<file path="config.mk">
export PLATFORM = sky130hd
export DESIGN_NAME = tx_scheduler
export DESIGN_NICKNAME = d
export VERILOG_FILES = /design/src/rtl/tx_scheduler_pkg.sv /design/src/rtl/tx_scheduler_rr_arbiter2.sv /design/src/rtl/tx_scheduler.sv
export SDC_FILE = /design/constraint.sdc
export NUM_CORES = 1
export LEC_CHECK = 0
export CELL_PAD_IN_SITES_DETAIL_PLACEMENT = 1
export CELL_PAD_IN_SITES_GLOBAL_PLACEMENT = 1
export CORE_MARGIN = 5
export CORE_UTILIZATION = 25
export DETAILED_ROUTE_END_ITERATION = 8
export GPL_TIMING_DRIVEN = 0
export PLACE_DENSITY = 0.58
export SLEW_MARGIN = 30
export SYNTH_ARGS = -nofsm -noshare
export SYNTH_HDL_FRONTEND = slang
export SYNTH_HIERARCHICAL = 1
export SYNTH_SLANG_ARGS = --single-unit
</file>
<file path="constraint.sdc">
create_clock -name clk_i -period 4.8 [get_ports clk_i]
set_input_delay 0.96 -clock clk_i [delete_from_list [all_inputs] [get_ports clk_i]]
set_output_delay 0.96 -clock clk_i [all_outputs]
set_load 0.02 [all_outputs]
</file>
<file path="src/rtl/tx_scheduler_pkg.sv">
// Shared definitions for the UART transmit scheduler: state encoding,
// start-timeout length, line-configuration field widths and the arbiter reset grant.
package tx_scheduler_pkg;

   typedef enum logic [2:0] {
      ST_DISABLED,
      ST_IDLE,
      ST_START,
      ST_WAIT_DONE,
      ST_GAP
   } sched_state_e;

   localparam int unsigned START_TIMEOUT = 32;
   localparam int unsigned TMO_W         = $clog2(START_TIMEOUT);

   localparam int unsigned CONF_DATA_W   = 2;
   localparam int unsigned CONF_STOP_W   = 2;
   localparam int unsigned CONF_PARITY_W = 1;
   localparam int unsigned CONF_W        = CONF_DATA_W + CONF_STOP_W + CONF_PARITY_W;

   // Requester 0 wins the first tie after reset.
   localparam logic GRANT_RST = 1'b1;

endpackage

</file>
<file path="src/rtl/tx_scheduler_rr_arbiter2.sv">
// Two-input round-robin arbiter: on a tie, grants the requester that did
// not win last time; otherwise grants whichever requester is valid.
module rr_arbiter2 (
   input  logic [1:0] valid_i,
   input  logic       last_grant_i,
   output logic       any_o,
   output logic       grant_o
);

   always_comb begin
      any_o   = |valid_i;
      grant_o = last_grant_i;
      if (&valid_i) begin
         grant_o = ~last_grant_i;
      end else if (valid_i[1]) begin
         grant_o = 1'b1;
      end else if (valid_i[0]) begin
         grant_o = 1'b0;
      end
   end

endmodule

</file>
<file path="src/rtl/tx_scheduler.sv">
// Schedules characters from two requesters onto one UART Tx module, with
// round-robin arbitration, start timeout, inter-character gap and a character counter.
module tx_scheduler
   import tx_scheduler_pkg::*;
#(
   parameter int unsigned MAX_UART_DATA_W  = 8,
   parameter int unsigned TOTAL_CONF_WIDTH = CONF_W,
   parameter int unsigned GAP_W            = 8
) (
   input  logic                        clk_i,
   input  logic                        rst_i,
   input  logic                        baud_en_i,
   input  logic                        enable_i,
   input  logic [GAP_W-1:0]            gap_i,
   input  logic [TOTAL_CONF_WIDTH-1:0] tx_conf_i,
   input  logic                        req0_valid_i,
   input  logic [MAX_UART_DATA_W-1:0]  req0_data_i,
   output logic                        req0_ready_o,
   input  logic                        req1_valid_i,
   input  logic [MAX_UART_DATA_W-1:0]  req1_data_i,
   output logic                        req1_ready_o,
   input  logic                        tx_busy_i,
   input  logic                        tx_done_i,
   output logic                        tx_en_o,
   output logic                        tx_start_o,
   output logic [MAX_UART_DATA_W-1:0]  tx_data_o,
   output logic [TOTAL_CONF_WIDTH-1:0] tx_conf_o,
   output logic                        grant_o,
   output logic                        sched_busy_o,
   output logic [15:0]                 char_count_o,
   output logic                        err_o,
   input  logic                        err_clr_i
);

   sched_state_e                  state_q, state_d;
   logic [MAX_UART_DATA_W-1:0]    data_q, data_d;
   logic [TOTAL_CONF_WIDTH-1:0]   conf_q, conf_d;
   logic                          grant_q, grant_d;
   logic [15:0]                   char_count_q, char_count_d;
   logic                          err_q, err_d;
   logic [TMO_W-1:0]              tmo_q, tmo_d;
   logic [GAP_W-1:0]              gap_q, gap_d;

   logic                          arb_any;
   logic                          arb_grant;
   logic                          accept;
   logic                          err_set;

   rr_arbiter2 u_arb (
      .valid_i      ({req1_valid_i, req0_valid_i}),
      .last_grant_i (grant_q),
      .any_o        (arb_any),
      .grant_o      (arb_grant)
   );

   always_comb begin
      state_d      = state_q;
      data_d       = data_q;
      conf_d       = conf_q;
      grant_d      = grant_q;
      char_count_d = char_count_q;
      tmo_d        = tmo_q;
      gap_d        = gap_q;
      accept       = 1'b0;
      err_set      = 1'b0;

      unique case (state_q)
         ST_DISABLED: begin
            if (enable_i) state_d = ST_IDLE;
         end
         ST_IDLE: begin
            // A disabled scheduler ignores pending requests.
            if (!enable_i) begin
               state_d = ST_DISABLED;
            end else if (arb_any) begin
               accept  = 1'b1;
               data_d  = arb_grant ? req1_data_i : req0_data_i;
               conf_d  = tx_conf_i;
               grant_d = arb_grant;
               tmo_d   = '0;
               state_d = ST_START;
            end
         end
         ST_START: begin
            if (tx_busy_i) begin
               state_d = ST_WAIT_DONE;
            end else if (baud_en_i) begin
               if (tmo_q == TMO_W'(START_TIMEOUT - 1)) begin
                  err_set = 1'b1;
                  state_d = ST_IDLE;
               end else begin
                  tmo_d = tmo_q + 1'b1;
               end
            end
         end
         ST_WAIT_DONE: begin
            if (tx_done_i) begin
               char_count_d = char_count_q + 16'd1;
               if (gap_i != '0) begin
                  gap_d   = gap_i;
                  state_d = ST_GAP;
               end else begin
                  state_d = ST_IDLE;
               end
            end
         end
         ST_GAP: begin
            // gap_q holds the ticks still to wait, including the current one.
            if (baud_en_i) begin
               if (gap_q == GAP_W'(1)) begin
                  state_d = ST_IDLE;
               end else begin
                  gap_d = gap_q - 1'b1;
               end
            end
         end
         default: state_d = ST_DISABLED;
      endcase

      err_d = err_q;
      if (err_clr_i) err_d = 1'b0;
      if (err_set)   err_d = 1'b1;
   end

   always_ff @(posedge clk_i) begin
      if (rst_i) begin
         state_q      <= ST_DISABLED;
         data_q       <= '0;
         conf_q       <= '0;
         grant_q      <= GRANT_RST;
         char_count_q <= '0;
         err_q        <= 1'b0;
         tmo_q        <= '0;
         gap_q        <= '0;
      end else begin
         state_q      <= state_d;
         data_q       <= data_d;
         conf_q       <= conf_d;
         grant_q      <= grant_d;
         char_count_q <= char_count_d;
         err_q        <= err_d;
         tmo_q        <= tmo_d;
         gap_q        <= gap_d;
      end
   end

   assign req0_ready_o = accept & ~arb_grant & ~rst_i;
   assign req1_ready_o = accept &  arb_grant & ~rst_i;
   assign tx_start_o   = (state_q == ST_START);
   assign sched_busy_o = (state_q == ST_START) || (state_q == ST_WAIT_DONE) || (state_q == ST_GAP);
   assign tx_en_o      = enable_i || ((state_q != ST_DISABLED) && (state_q != ST_IDLE));
   assign tx_data_o    = data_q;
   assign tx_conf_o    = conf_q;
   assign grant_o      = grant_q;
   assign char_count_o = char_count_q;
   assign err_o        = err_q;

endmodule

</file>
==> run_results.csv, run 1 <==
group,metric,value,unit
floorplanning,design.die.area,0.0113,mm2
cts,cts_setup_buffers,0,
synth,avgSynthCellArea,8.36,um2
critical_path,path_class,"input pin to output pin",
final_layout,design_area,0.00330,mm2
global_route,grt_pass1_vias,2390,
detailed_routing,dr.pass1.iters,4,
critical_path,critPathArrivalTime,3.11,ns
pwr,powerDensity,267,mW/mm2
timing,final_hold_viol_count,0,
flow_run,maxCapViolCount,0,
placement,placed_area,0.00318,mm2
floorplanning,die_w,106,um
cts,cts_inserted_buffers,5,
timing,skew,0.00625,ns
timing,fin_crit_sh,0.848,
critical_path,cp_slowest_cell,"clkdlybuf4s50_1",
global_route,grt_pass1_wl,11300,um
floorplanning,io_pins,74,
floorplanning,std_cell_rows,35,
timing,fin_setup_tns,0,ns
critical_path,critPathMaxFanout,10,
final_layout,num_antenna_cells,0,
floorplanning,core,0.00915,mm2
pwr,switchingPower,0.000231,W
cts,worstSkewPairLatency,0.30,ns
detailed_routing,wire_per_inst,14.1,um
floorplanning,die_h,106,um
cts,htreeDepth,2,
synth,postSynth.asyncResetShare,0,
synth,synth_cell_types,43,
timing,rsz0062_at_grt,"false",
detailed_routing,vias,2212,
critical_path,endpoint_kind,"output pin",
timing,maxSlewViolCount,0,
pwr,p_int,0.000651,W
synth,syn_nets,321,
cts,ctsResizeCount,0,
detailed_routing,drc,0,
worst_hold_path,hp-class,"flip-flop to flip-flop",
placement,gp_congestion,0.766,
timing,fmaxAchievable,246,MHz
pwr,p_leak,1.19,nW
critical_path,crit_required,3.84,ns
critical_path,start_kind,"input pin",
placement,pre_cts_ws,0.719,ns
timing,min_period,4.07,ns
pwr,clockPowerShare,0.349,
synth,synth-edff-count,0,
timing,maxSlewHeadroom,0.425,
critical_path,max_stage_delay,0.66,ns
cts,hold_buffers,0,
pwr,p_seq_frac,0.469,
timing,setup_viol,0,
timing,setup_ws,0.728,ns
synth,synth_top_area_share,0.405,
global_route,grt_use_total,0.123,
cts,clock-sinks,47,
detailed_routing,via_per_inst,4.72,
placement,hpwl,5100,um
global_route,grt_max_degree,15,
final_layout,syn2layout_area_growth,42.1,%
pwr,irDropWorstVdd,0.0995,mV
global_route,grt-ovfl-total,0,
synth,synth.most_common_cell,"dfxtp_1",
cts,clk_pin_slew_worst_paths,0.09,ns
timing,timing.hold.ws,0.461,ns
synth,ys_warn_count,6,
run_status,status,"finished clean",
placement,io_buffers,72,
timing,tightest_slew,0.860,ns
critical_path,path_common_cell,"clkdlybuf4s50_1",
synth,ys_seq_elements,47,
critical_path,cp_cell_sequence,"clkdlybuf4s50_1 -> nor2_1 -> a21oi_1 -> clkbuf_1 -> nor3b_1 -> clkdlybuf4s50_1",
synth,synth_flop_cell,"dfxtp_1",
floorplanning,initial_utilization,0.254,
pwr,swShare,0.262,
cts,clock_path_buffers,2,
synth,ys_seq_area_frac,0.405,
synth,synth_common_cells,"dfxtp_1 (47), nor2_1 (39), nand2_1 (30), a21oi_1 (17), xor2_1 (17)",
cts,ctsRootBufferMaster,"clkbuf_8",
final_layout,layout-drive-gt1-share,0.0419,
synth,synthCells,278,
final_layout,nNetsFinal,400,
detailed_routing,routed_wl,6630,um
cts,cts_tree,"yes",
synth,netlist_area,0.00232,mm2
synth,synth_area_leaders,"dfxtp_1 (40%), xor2_1 (6.4%), nor2_1 (6.3%), nand2_1 (4.8%), mux2i_1 (4.7%)",
global_route,antenna_found_initial,0,
synth,synth_area_leader_cell,"dfxtp_1",
detailed_routing,drt_iter0_drc,46,
detailed_routing,postRouteAntennaNets,0,
pwr,comb_power_share,0.182,
[flip-flops by register name (all words and copies together) (netlist names)]
| register | cells |
|---|---|
| char_count_o | 16 |
| err_o | 1 |
| gap_q | 8 |
| grant_o | 1 |
| state_q | 3 |
| tmo_q | 5 |
| tx_conf_o | 5 |
| tx_data_o | 8 |
[power by group through the flow]
stage               combinational [W]  clock, W  sequential, W
detailed placement           0.000163         0       0.000422
floorplan                   0.0000752         0       0.000431
global route                 0.000177  0.000335       0.000415
finish                       0.000161  0.000307       0.000413
global placement             0.000162         0       0.000422
CTS                          0.000164  0.000321       0.000413
[kinds of logic (layout without fill, tap and decap cells)]
family,count (synthesis),after routing,share of synthesized area
fa+ha+maj,5,5,0.0269
xor+xnor,21,21,0.0792
flops,47,47,0.405
compound gates,44,44,0.125
buf+inv,21,101,0.0366
simple gates,129,129,0.279
mux,11,11,0.0474
[cell type report]
cell class	count	area, um2
fill	1084	5850
multi-input combinational	210	1300
sequential	47	941
timing repair buffer	72	721
tap	111	139
clock buffer	6	82.6
buffer	16	66.3
clock inverter	2	35.0
inverter	5	18.8
[metal layers]
metal  global-route usage  vias to the layer above  wire (um)
met1                0.140                     1018       2920
met2                0.207                       63       2990
met5                    0                        -          0
met3               0.0577                        7        647
li1                     -                     1124          -
met4               0.0305                        0         67
[through the flow]
stage	utilization	total power, W	cells
4_1_cts	0.361	0.000898	469
5_1_grt	0.361	0.000927	469
3_3_place_gp	0.348	0.000583	461
6_report	0.361	0.000881	469
2_1_floorplan	-	0.000506	278
3_5_place_dp	0.348	0.000585	461
[placed cells by master (no fill, tap or decap), types with 2 or more instances in the layout]
cell,n
a211o_1,2
a211oi_1,8
a21oi_1,17
and3_1,3
and3b_1,2
and4_1,2
buf_2,2
clkbuf_1,12
clkbuf_8,6
clkdlybuf4s50_1,72
dfxtp_1,47
ha_1,5
inv_1,5
mux2i_1,11
nand2_1,30
nand2b_1,9
nand3_1,10
nand3b_1,5
nand4_1,7
nand4b_1,2
nor2_1,39
nor3_1,6
nor3b_1,3
nor4_1,2
o211ai_1,4
o21ai_0,5
or3_1,2
or4_1,2
xnor2_1,4
xor2_1,17
[final timing paths]
check | endpoint | depth (start not counted) | slack [ns] | startpoint
worst max-delay path | req1_ready_o | 6 | 0.73 | req1_valid_i
worst min register to register | tx_conf_o[2] | 2 | 0.46 | tx_conf_o[2]
worst max register to register | char_count_o[15] | 6 | 2.79 | state_q[0]
worst min-delay path | tx_conf_o[2] | 2 | 0.46 | tx_conf_o[2]
[critical path, delay by kind of cell]
family / cells / cell delay (ns)
AND/OR/NAND/NOR: 2 / 0.30
buffers and inverters: 3 / 1.65
AO/OA/AOI/OAI: 1 / 0.20
Power figures use the tool's default switching activity.
==> run 2, diff against run 1 <==
==> constraint.sdc (replaced) <==
create_clock -name clk_i -period 3.8 [get_ports clk_i]
set_input_delay 0.76 -clock clk_i [delete_from_list [all_inputs] [get_ports clk_i]]
set_output_delay 0.76 -clock clk_i [all_outputs]
set_load 0.02 [all_outputs]
==> run 2 against run 1 <==
Sequential power rose by 26%. Power rose by 26%. Clock-buffer cell count did not move. Final area barely moved. Via count rose by 0.14%. Combinational power rose by 26%. Non-clock buffer count did not move. Setup slack got worse by 0.42 ns. Sequential share of layout area barely moved. Worst hold slack did not move. First-iteration DRC count fell by 2.2%. Clock power rose by 26%. Critical path type unchanged. Largest power group unchanged.
==> run_results.csv, run 2 (synthesis gave the netlist of run 1 again) <==
group,metric,value,unit
detailed_routing,drt_iter0_drc,45,
global_route,grt.met2_usage,0.207,
pwr,powerDensity,337,mW/mm2
detailed_routing,vias,2215,
final_layout,mostFrequentLayoutCells,"clkdlybuf4s50_1 (72), dfxtp_1 (47), nor2_1 (39), nand2_1 (30)",
floorplanning,io_pins,74,
final_layout,nNetsFinal,400,
cts,htreeDepth,2,
critical_path,critPathArrivalTime,2.73,ns
critical_path,path_class,"input pin to output pin",
worst_hold_path,hp-start,"tx_conf_o[2]",
final_layout,layout-drive-gt1-share,0.0447,
placement,gp_congestion,0.766,
cts,clock_path_buffers,2,
timing,final_hold_viol_count,0,
critical_path,start_kind,"input pin",
critical_path,critPathMaxFanout,10,
global_route,grt_pass1_wl,11300,um
cts,hold_buffers,0,
timing,skew,0.00606,ns
cts,cts_inserted_buffers,5,
detailed_routing,postRouteAntennaNets,0,
placement,io_buffers,72,
pwr,irDropWorstVdd,0.126,mV
run_status,status,"finished clean",
final_layout,final_cell_count_no_fill,469,
global_route,met3_usage,0.0577,
cts,worstSkewPairLatency,0.30,ns
detailed_routing,drc,0,
global_route,busiest_layer,"met2",
pwr,p_leak,1.19,nW
final_layout,syn2layout_area_growth,42.1,%
global_route,use_met1,0.140,
final_layout,layout_commonest_cell,"clkdlybuf4s50_1",
detailed_routing,wire_per_inst,14.1,um
timing,min_period,3.49,ns
timing,fin_crit_sh,0.918,
global_route,grt_pass1_vias,2390,
cts,cts_tree,"yes",
cts,clk_pin_slew_worst_paths,0.09,ns
cts,clock-sinks,47,
timing,rsz0062_at_grt,"false",
floorplanning,core,0.00915,mm2
floorplanning,die_w,106,um
placement,hpwl,5100,um
critical_path,crit_required,3.04,ns
pwr,power,0.00111,W
flow_run,maxCapViolCount,0,
global_route,grt_max_degree,15,
timing,fmaxAchievable,287,MHz
placement,place_inst,461,
critical_path,endpoint_kind,"output pin",
detailed_routing,dr.pass1.iters,4,
global_route,antenna_found_initial,0,
critical_path,reg2reg_from,"state_q[0]",
worst_hold_path,hp-class,"flip-flop to flip-flop",
timing,tightest_slew,0.857,ns
final_layout,largest_reg_flops,16,
global_route,grt-ovfl-total,0,
critical_path,timing.critical_path.from,"req1_valid_i",
floorplanning,design.die.area,0.0113,mm2
global_route,grt_use_total,0.123,
timing,maxSlewHeadroom,0.427,
floorplanning,initial_utilization,0.254,
detailed_routing,via_per_inst,4.72,
timing,fin_setup_tns,0,ns
final_layout,num_antenna_cells,0,
cts,ctsRootBufferMaster,"clkbuf_8",
floorplanning,std_cell_rows,35,
timing,maxSlewViolCount,0,
timing,setup_viol,0,
floorplanning,die_h,106,um
detailed_routing,routed_wl,6620,um
## run 2: changes by cell type in the layout (fill, tap and decap cells not counted)
cell	previous run	this run
clkbuf_2	0	1
clkbuf_1	12	11
## run 2: power by group
part,switching (W),leakage [nW],internal [W]
clock,0.000175,0.0612,0.000213
sequential,0.0000128,0.380,0.000509
combinational,0.000103,0.749,0.0000998
## run 2: what timing repair did
item	4_1_cts	5_1_grt
gates resized for setup	0	2
hold endpoints to repair	0	0
endpoints found under the setup margin	0	1
setup buffers	0	0
## run 2: metrics by stage
step | hold slack (ns) | util | area (um2) | worst slack, ns
CTS | 0.465 | 0.361 | 3300 | 0.0997
detailed placement | 0.454 | 0.348 | 3180 | 0.119
global placement | 0.443 | 0.348 | 3180 | 0.137
global route | 0.488 | 0.361 | 3300 | 0.138
floorplan | 0.452 | - | 2320 | 1.08
finish | 0.461 | 0.361 | 3300 | 0.310
## run 2: layer usage
layer / part of all wire / vias up
li1: - / 1124
met1: 0.44 / 1021
met2: 0.45 / 63
met3: 0.097 / 7
met4: 0.010 / 0
met5: 0 / -
## run 2: final timing paths
path / end / slack [ns] / depth (start not counted)
setup / recovery: req1_ready_o / 0.31 / 6
hold / removal: tx_conf_o[2] / 0.46 / 2
setup reg to reg: char_count_o[15] / 1.79 / 6
hold reg to reg: tx_conf_o[2] / 0.46 / 2
## run 2: final cells by class
class / count / area (um2)
clock buffer: 6 / 82.6
fill: 1085 / 5850
multi-input combinational: 210 / 1300
buffer: 16 / 67.6
sequential: 47 / 941
tap: 111 / 139
clock inverter: 2 / 35.0
timing repair buffer: 72 / 721
inverter: 5 / 18.8
## run 2: worst max-delay path: stages
cell,delay [ns]
clkdlybuf4s50_1,0.48
or2_1,0.13
nand4_1,0.12
clkbuf_1,0.31
nor3b_1,0.27
clkdlybuf4s50_1,0.66
